`src/rtl/sad_col_matcher.sv`:
```
// Column-serial block matcher: per-offset column SADs summed over a sliding
// window of WIN columns, reporting the minimum, its vertical offset and a still flag.
module sad_col_matcher #(
    parameter int WIN = 4
) (
    input  logic        clk,
    input  logic        nrst,
    input  logic        i_ref_vld,
    input  logic [7:0]  i_ref0,
    input  logic [7:0]  i_ref1,
    input  logic [7:0]  i_ref2,
    input  logic [7:0]  i_ref3,
    input  logic        i_srh_vld,
    input  logic [7:0]  i_srh0,
    input  logic [7:0]  i_srh1,
    input  logic [7:0]  i_srh2,
    input  logic [7:0]  i_srh3,
    input  logic [7:0]  i_srh4,
    input  logic [7:0]  i_srh5,
    input  logic [7:0]  i_srh6,
    input  logic        i_nsy_vld,
    input  logic [7:0]  i_nsy_pix,
    input  logic [11:0] i_sad_thr,
    output logic        o_sad_vld,
    output logic [11:0] o_sad_min,
    output logic [1:0]  o_mv_y,
    output logic        o_still,
    output logic [11:0] o_col_idx,
    output logic [7:0]  o_out_pix
);

    localparam logic [3:0] WIN_L  = 4'(WIN);
    localparam logic [3:0] WIN_M1 = 4'(WIN - 1);

    // Inputs are valid-only: a column is taken on every cycle all three valids
    // are high; there is no ready and the pipeline never stalls.
    logic       w_col_en;
    logic [7:0] w_ref [4];
    logic [7:0] w_srh [7];
    logic [9:0] w_p   [4];

    assign w_col_en = i_ref_vld & i_srh_vld & i_nsy_vld;

    assign w_ref[0] = i_ref0;
    assign w_ref[1] = i_ref1;
    assign w_ref[2] = i_ref2;
    assign w_ref[3] = i_ref3;
    assign w_srh[0] = i_srh0;
    assign w_srh[1] = i_srh1;
    assign w_srh[2] = i_srh2;
    assign w_srh[3] = i_srh3;
    assign w_srh[4] = i_srh4;
    assign w_srh[5] = i_srh5;
    assign w_srh[6] = i_srh6;

    function automatic logic [9:0] absd(input logic [7:0] a, input logic [7:0] b);
        return (a > b) ? {2'b00, a - b} : {2'b00, b - a};
    endfunction

    always_comb begin
        for (int k = 0; k < 4; k++) begin
            w_p[k] = '0;
            for (int i = 0; i < 4; i++) begin
                w_p[k] = w_p[k] + absd(w_ref[i], w_srh[k+i]);
            end
        end
    end

    // Stage 1: column SADs
    logic       r_v1;
    logic [9:0] r_p [4];
    logic [7:0] r_pix1;

    always_ff @(posedge clk or negedge nrst) begin
        if (!nrst) begin
            r_v1   <= 1'b0;
            r_pix1 <= '0;
            for (int k = 0; k < 4; k++) r_p[k] <= '0;
        end else begin
            r_v1 <= w_col_en;
            if (w_col_en) begin
                r_pix1 <= i_nsy_pix;
                for (int k = 0; k < 4; k++) r_p[k] <= w_p[k];
            end
        end
    end

    // Stage 2: sliding window sums; a stage-1 bubble wipes the window
    logic       r_v2;
    logic [9:0] r_hist [4][WIN];
    logic [11:0] r_w   [4];
    logic [3:0] r_fill;
    logic [7:0] r_pix2;

    always_ff @(posedge clk or negedge nrst) begin
        if (!nrst) begin
            r_v2   <= 1'b0;
            r_fill <= '0;
            r_pix2 <= '0;
            for (int k = 0; k < 4; k++) begin
                r_w[k] <= '0;
                for (int j = 0; j < WIN; j++) r_hist[k][j] <= '0;
            end
        end else if (!r_v1) begin
            r_v2   <= 1'b0;
            r_fill <= '0;
            for (int k = 0; k < 4; k++) begin
                r_w[k] <= '0;
                for (int j = 0; j < WIN; j++) r_hist[k][j] <= '0;
            end
        end else begin
            r_v2   <= (r_fill >= WIN_M1);
            r_fill <= (r_fill == WIN_L) ? r_fill : r_fill + 4'd1;
            r_pix2 <= r_pix1;
            for (int k = 0; k < 4; k++) begin
                // Unfilled slots hold zero, so the evicted term is 0 until full.
                r_w[k] <= r_w[k] + {2'b00, r_p[k]} - {2'b00, r_hist[k][WIN-1]};
                r_hist[k][0] <= r_p[k];
                for (int j = 1; j < WIN; j++) r_hist[k][j] <= r_hist[k][j-1];
            end
        end
    end

    // Stage 3: argmin, lowest offset wins ties
    logic [11:0] w_min;
    logic [1:0]  w_arg;

    always_comb begin
        w_min = r_w[0];
        w_arg = 2'd0;
        for (int k = 1; k < 4; k++) begin
            if (r_w[k] < w_min) begin
                w_min = r_w[k];
                w_arg = 2'(k);
            end
        end
    end

    logic [11:0] r_idx_cnt;

    always_ff @(posedge clk or negedge nrst) begin
        if (!nrst) begin
            r_idx_cnt <= '0;
            o_sad_vld <= 1'b0;
            o_sad_min <= '0;
            o_mv_y    <= '0;
            o_still   <= 1'b0;
            o_col_idx <= '0;
            o_out_pix <= '0;
        end else begin
            o_sad_vld <= r_v2;
            if (r_v2) begin
                o_sad_min <= w_min;
                o_mv_y    <= w_arg;
                o_still   <= (w_min <= i_sad_thr);
                o_col_idx <= r_idx_cnt;
                o_out_pix <= r_pix2;
            end
            // The run-end bubble in stage 2 restarts numbering after any in-flight emit.
            if (!r_v1)
                r_idx_cnt <= '0;
            else if (r_v2)
                r_idx_cnt <= r_idx_cnt + 12'd1;
        end
    end

endmodule

```
`config.mk`:
```
export PLATFORM = sky130hd
export DESIGN_NAME = sad_col_matcher
export DESIGN_NICKNAME = d
export VERILOG_FILES = /design/src/rtl/sad_col_matcher.sv
export SDC_FILE = /design/constraint.sdc
export NUM_CORES = 1
export LEC_CHECK = 0
export CAP_MARGIN = 10
export CORE_MARGIN = 4
export CORE_UTILIZATION = 45
export DETAILED_ROUTE_END_ITERATION = 10
export HOLD_SLACK_MARGIN = 0.08
export PLACE_DENSITY_LB_ADDON = 0.3
export REMOVE_ABC_BUFFERS = 1
export SYNTH_ARGS = -nofsm -noshare
export SYNTH_HDL_FRONTEND = slang
export SYNTH_SLANG_ARGS = --single-unit
```
`constraint.sdc`:
```
create_clock -name clk -period 10.15 [get_ports clk]
set_input_delay 1.5225 -clock clk [delete_from_list [all_inputs] [get_ports clk]]
set_output_delay 1.5225 -clock clk [all_outputs]
set_load 0.02 [all_outputs]
```
==> out/qor.txt <==
Final critical-path share of the clock period: 0.8775
Antenna diode count: 0
Clock slew at the register clock pins of the worst setup and hold paths: 0.07 ns
Die span in x: 255.1 um
Clock skew after layout: 0.01609 ns
Number of global-route vias before repair: 20730
Kind of start point of the critical path: register
Crit end category: register
PnR worst setup slack: 1.243 ns
Starting DRT DRC Count: 1217
Number of antenna violations at the first check in global routing: 0
Stages on worst setup path: 36
Xor and xnor area share after synthesis: 0.05387
Number of max-cap violations: 0
Htree depth: 1
Via density per instance: 5.342
Worst setup timing slack at the placement stage: 1.329 ns
Library cells used by synthesis: 70
Post-cts resize count: 0
Worst slew pin tran: 1.077 ns
GR Util All Layers: 0.2176
Detailed Route WL: 70800 um
FF+latch area: 0.007963 mm2
Start-to-end type of the worst setup path: register to register
Clock Sinks: 318
Area fraction in compound gates after synthesis: 0.1447
Die span in y: 255.1 um
Count of pins over their slew limit: 0
DR WL/cell: 19.10 um
Portion of total power attributed to combinational logic: 0.701
Fin crit period: 8.907 ns
Worst Hold Path Cells: 1
Hold violation total from the final report: 0
Final setup violation count: 0
Area of all placed cells without fillers: 0.03074 mm2
Layout cell share with drive strength beyond 1: 0.06190
Synthesized-area fraction occupied by and/or/nand/nor cells: 0.1040
Worst-path maximum fanout: 23
Final Power: 9.079 mW
Path class of the lowest-slack min-delay path: register to register
Mux cell area share after synthesis: 0.07163
Data required, critical path: 10.63 ns
Pleak: 15.53 nW
Cell chosen for the clock root: clkbuf_16
Dominant cell type by count on the critical path: a21o_1
Netlist area before placement: 0.02748 mm2
CP Data Arrival Time: 9.39 ns
Post-synthesis to final-layout area growth: 11.87%
Starting density of the core: 0.4552
Crit-path max cell delay: 0.64 ns
Number of setup buffers added after CTS: 0
Status: completed
Routability congestion estimate: 0.9642
Switching power share of the total: 0.4646
Port buffer count: 148
Via Count: 19797
Avg Synthesized Cell Area: 9.887 um2
Fraction of registers with async set/reset: 1.000
Count of cells along the worst register-to-register path: 36
1st-pass router iterations: 5
Tightest slew margin relative to the limit: 0.2773
Fillcell total: 5516
Register area share after synthesis: 0.2896
I/O pin total: 149
First-pass GRT wire length: 112000 um
Count of hold buffers inserted by post-cts repair: 0
Internal: 4.861 mW
Critical Path Slowest Stage Cell: a21oi_2
Cts bufs inserted: 30
Total negative slack: 0 ns
TritonCTS clock tree: yes
Cell count after synthesis: 2779
Clock power frac: 0.124
Multi-input logic area: 0.01766 mm2
Clock Latency Late Sink: 0.56 ns
Post-synth top flop: dfrtp_1
Number of synthesis warnings: 0
RSZ-0062 raised after global routing: false
Proportion of power drawn by flip-flops and latches: 0.174
Max clock buf depth: 3
Kind of cell adding the most delay to the critical path: compound AO/OA/AOI/OAI gates
Buf/Inv on CP: 2
Power per standard cell area: 295.4 mW/mm2
Maximum operating frequency: 112.3 MHz
Placed instance area: 0.02972 mm2
Sw power: 4.218 mW
Remaining global-route overflow: 0
EDFF count, synth: 0
Peak ir drop on the vdd network: 0.0002701 V
Combinational family with the most area after synthesis: adder cells
Total number of placement rows: 90
Number of nets in the finished design: 3521
Largest net degree at the start of global routing: 123
Remaining antenna violation count after routing: 0
Flop and latch count out of synthesis: 318
Placeable core region: 0.06036 mm2
DRC violations left: 0
DPL Wire Length: 58740 um
Synth Area in Adders: 0.2680
Die Outline Area: 0.06507 mm2
flip-flops by register name, indices dropped and copies added, names as in the netlist, 2 cells and up:
register	cells
r_pix2	8
r_w	48
r_fill	4
o_sad_min	12
r_idx_cnt	12
r_pix1	8
r_hist	160
o_out_pix	8
r_p	40
o_mv_y	2
o_col_idx	12
final timing paths:
path / from / end / slack (ns)
max: r_w[37] / o_still / 1.24
min: r_hist[139] / r_hist[129] / 0.45
max reg2reg: r_w[37] / o_still / 1.24
min reg2reg: r_hist[139] / r_hist[129] / 0.45
max in group asynchronous: nrst / r_v1 / 7.64
min in group asynchronous: nrst / o_sad_vld / 0.93
per-stage QoR:
step,hold WS (ns),cells,util
after floorplan,0.4337,2713,-
after global placement,0.4354,3651,0.4924
after detailed placement,0.4405,3651,0.4924
after CTS,0.4500,3706,0.5092
after global routing,0.4638,3706,0.5092
final,0.4452,3706,0.5092
area by class of cell:
type / instances / area share
Clock inverter: 15 / 0.004518
Tap cell: 782 / 0.03183
Inverter: 419 / 0.05117
Multi-Input combinational cell: 1976 / 0.5745
Timing Repair Buffer: 156 / 0.05031
Clock buffer: 40 / 0.02862
Sequential cell: 318 / 0.2591
power by group through the flow:
| stage | logic (mW) | clock network [mW] | registers (mW) |
|---|---|---|---|
| 4_1_cts | 6.39 | 1.17 | 1.58 |
| 5_1_grt | 7.12 | 1.22 | 1.60 |
| 6_report | 6.37 | 1.13 | 1.58 |
| 3_3_place_gp | 6.16 | 0 | 1.60 |
| 3_5_place_dp | 6.34 | 0 | 1.60 |
| 2_1_floorplan | 4.87 | 0 | 1.55 |
kinds of logic (layout without fill, tap and decap cells):
group / after synthesis / count (layout)
and+or+nand+nor: 524 / 524
adders and majority gates: 507 / 507
muxes: 186 / 186
DFF: 318 / 318
AOI/OAI and AO/OA: 590 / 590
xor gates and xnor gates: 169 / 169
buffers and inverters: 485 / 630
worst register-to-register path, delay by kind of cell (launching register included):
family | cells | cell delay, ns
DFF | 1 | 0.38
muxes | 3 | 1.17
adders and majority gates | 4 | 1.15
AOI/OAI and AO/OA | 22 | 4.96
buffers and inverters | 2 | 0.49
and+or+nand+nor | 5 | 0.70
layer usage:
metal / GRT usage / share of wire
met2: 0.3794 / 0.48
met4: 0.09322 / 0.048
met1: 0.2815 / 0.43
met3: 0.01524 / 0.035
met5: 0 / 0
placed cells by master (no fill, tap or decap), types with 20 or more instances in the layout:
cell type,instances
clkbuf_16,31
nand3_1,26
and2_1,220
a211oi_1,20
o21ai_0,81
o21bai_1,50
a31oi_1,21
nand4_1,44
mux2_2,85
xnor2_1,120
a21o_1,110
inv_1,419
nand2_1,113
a21oi_1,168
dfrtp_1,316
ha_1,371
clkdlybuf4s50_1,147
nor2_1,62
mux2i_1,101
xor2_1,49
fa_1,136
synthesized netlist by cell type, types with 44 or more instances:
library cell,number,area (um2)
mux2i_1,101,1011
a21o_1,110,825.8
o21ai_0,81,405.4
xnor2_1,120,1051
clkbuf_1,46,172.7
inv_1,419,1573
nand4_1,44,275.3
and2_1,220,1376
nor2_1,62,232.7
dfrtp_1,318,7958
o21bai_1,50,375.4
mux2_2,85,957.2
ha_1,371,4642
a21oi_1,168,840.8
xor2_1,49,429.2
fa_1,136,2723
nand2_1,113,424.2
Power figures use the tool's default switching activity.
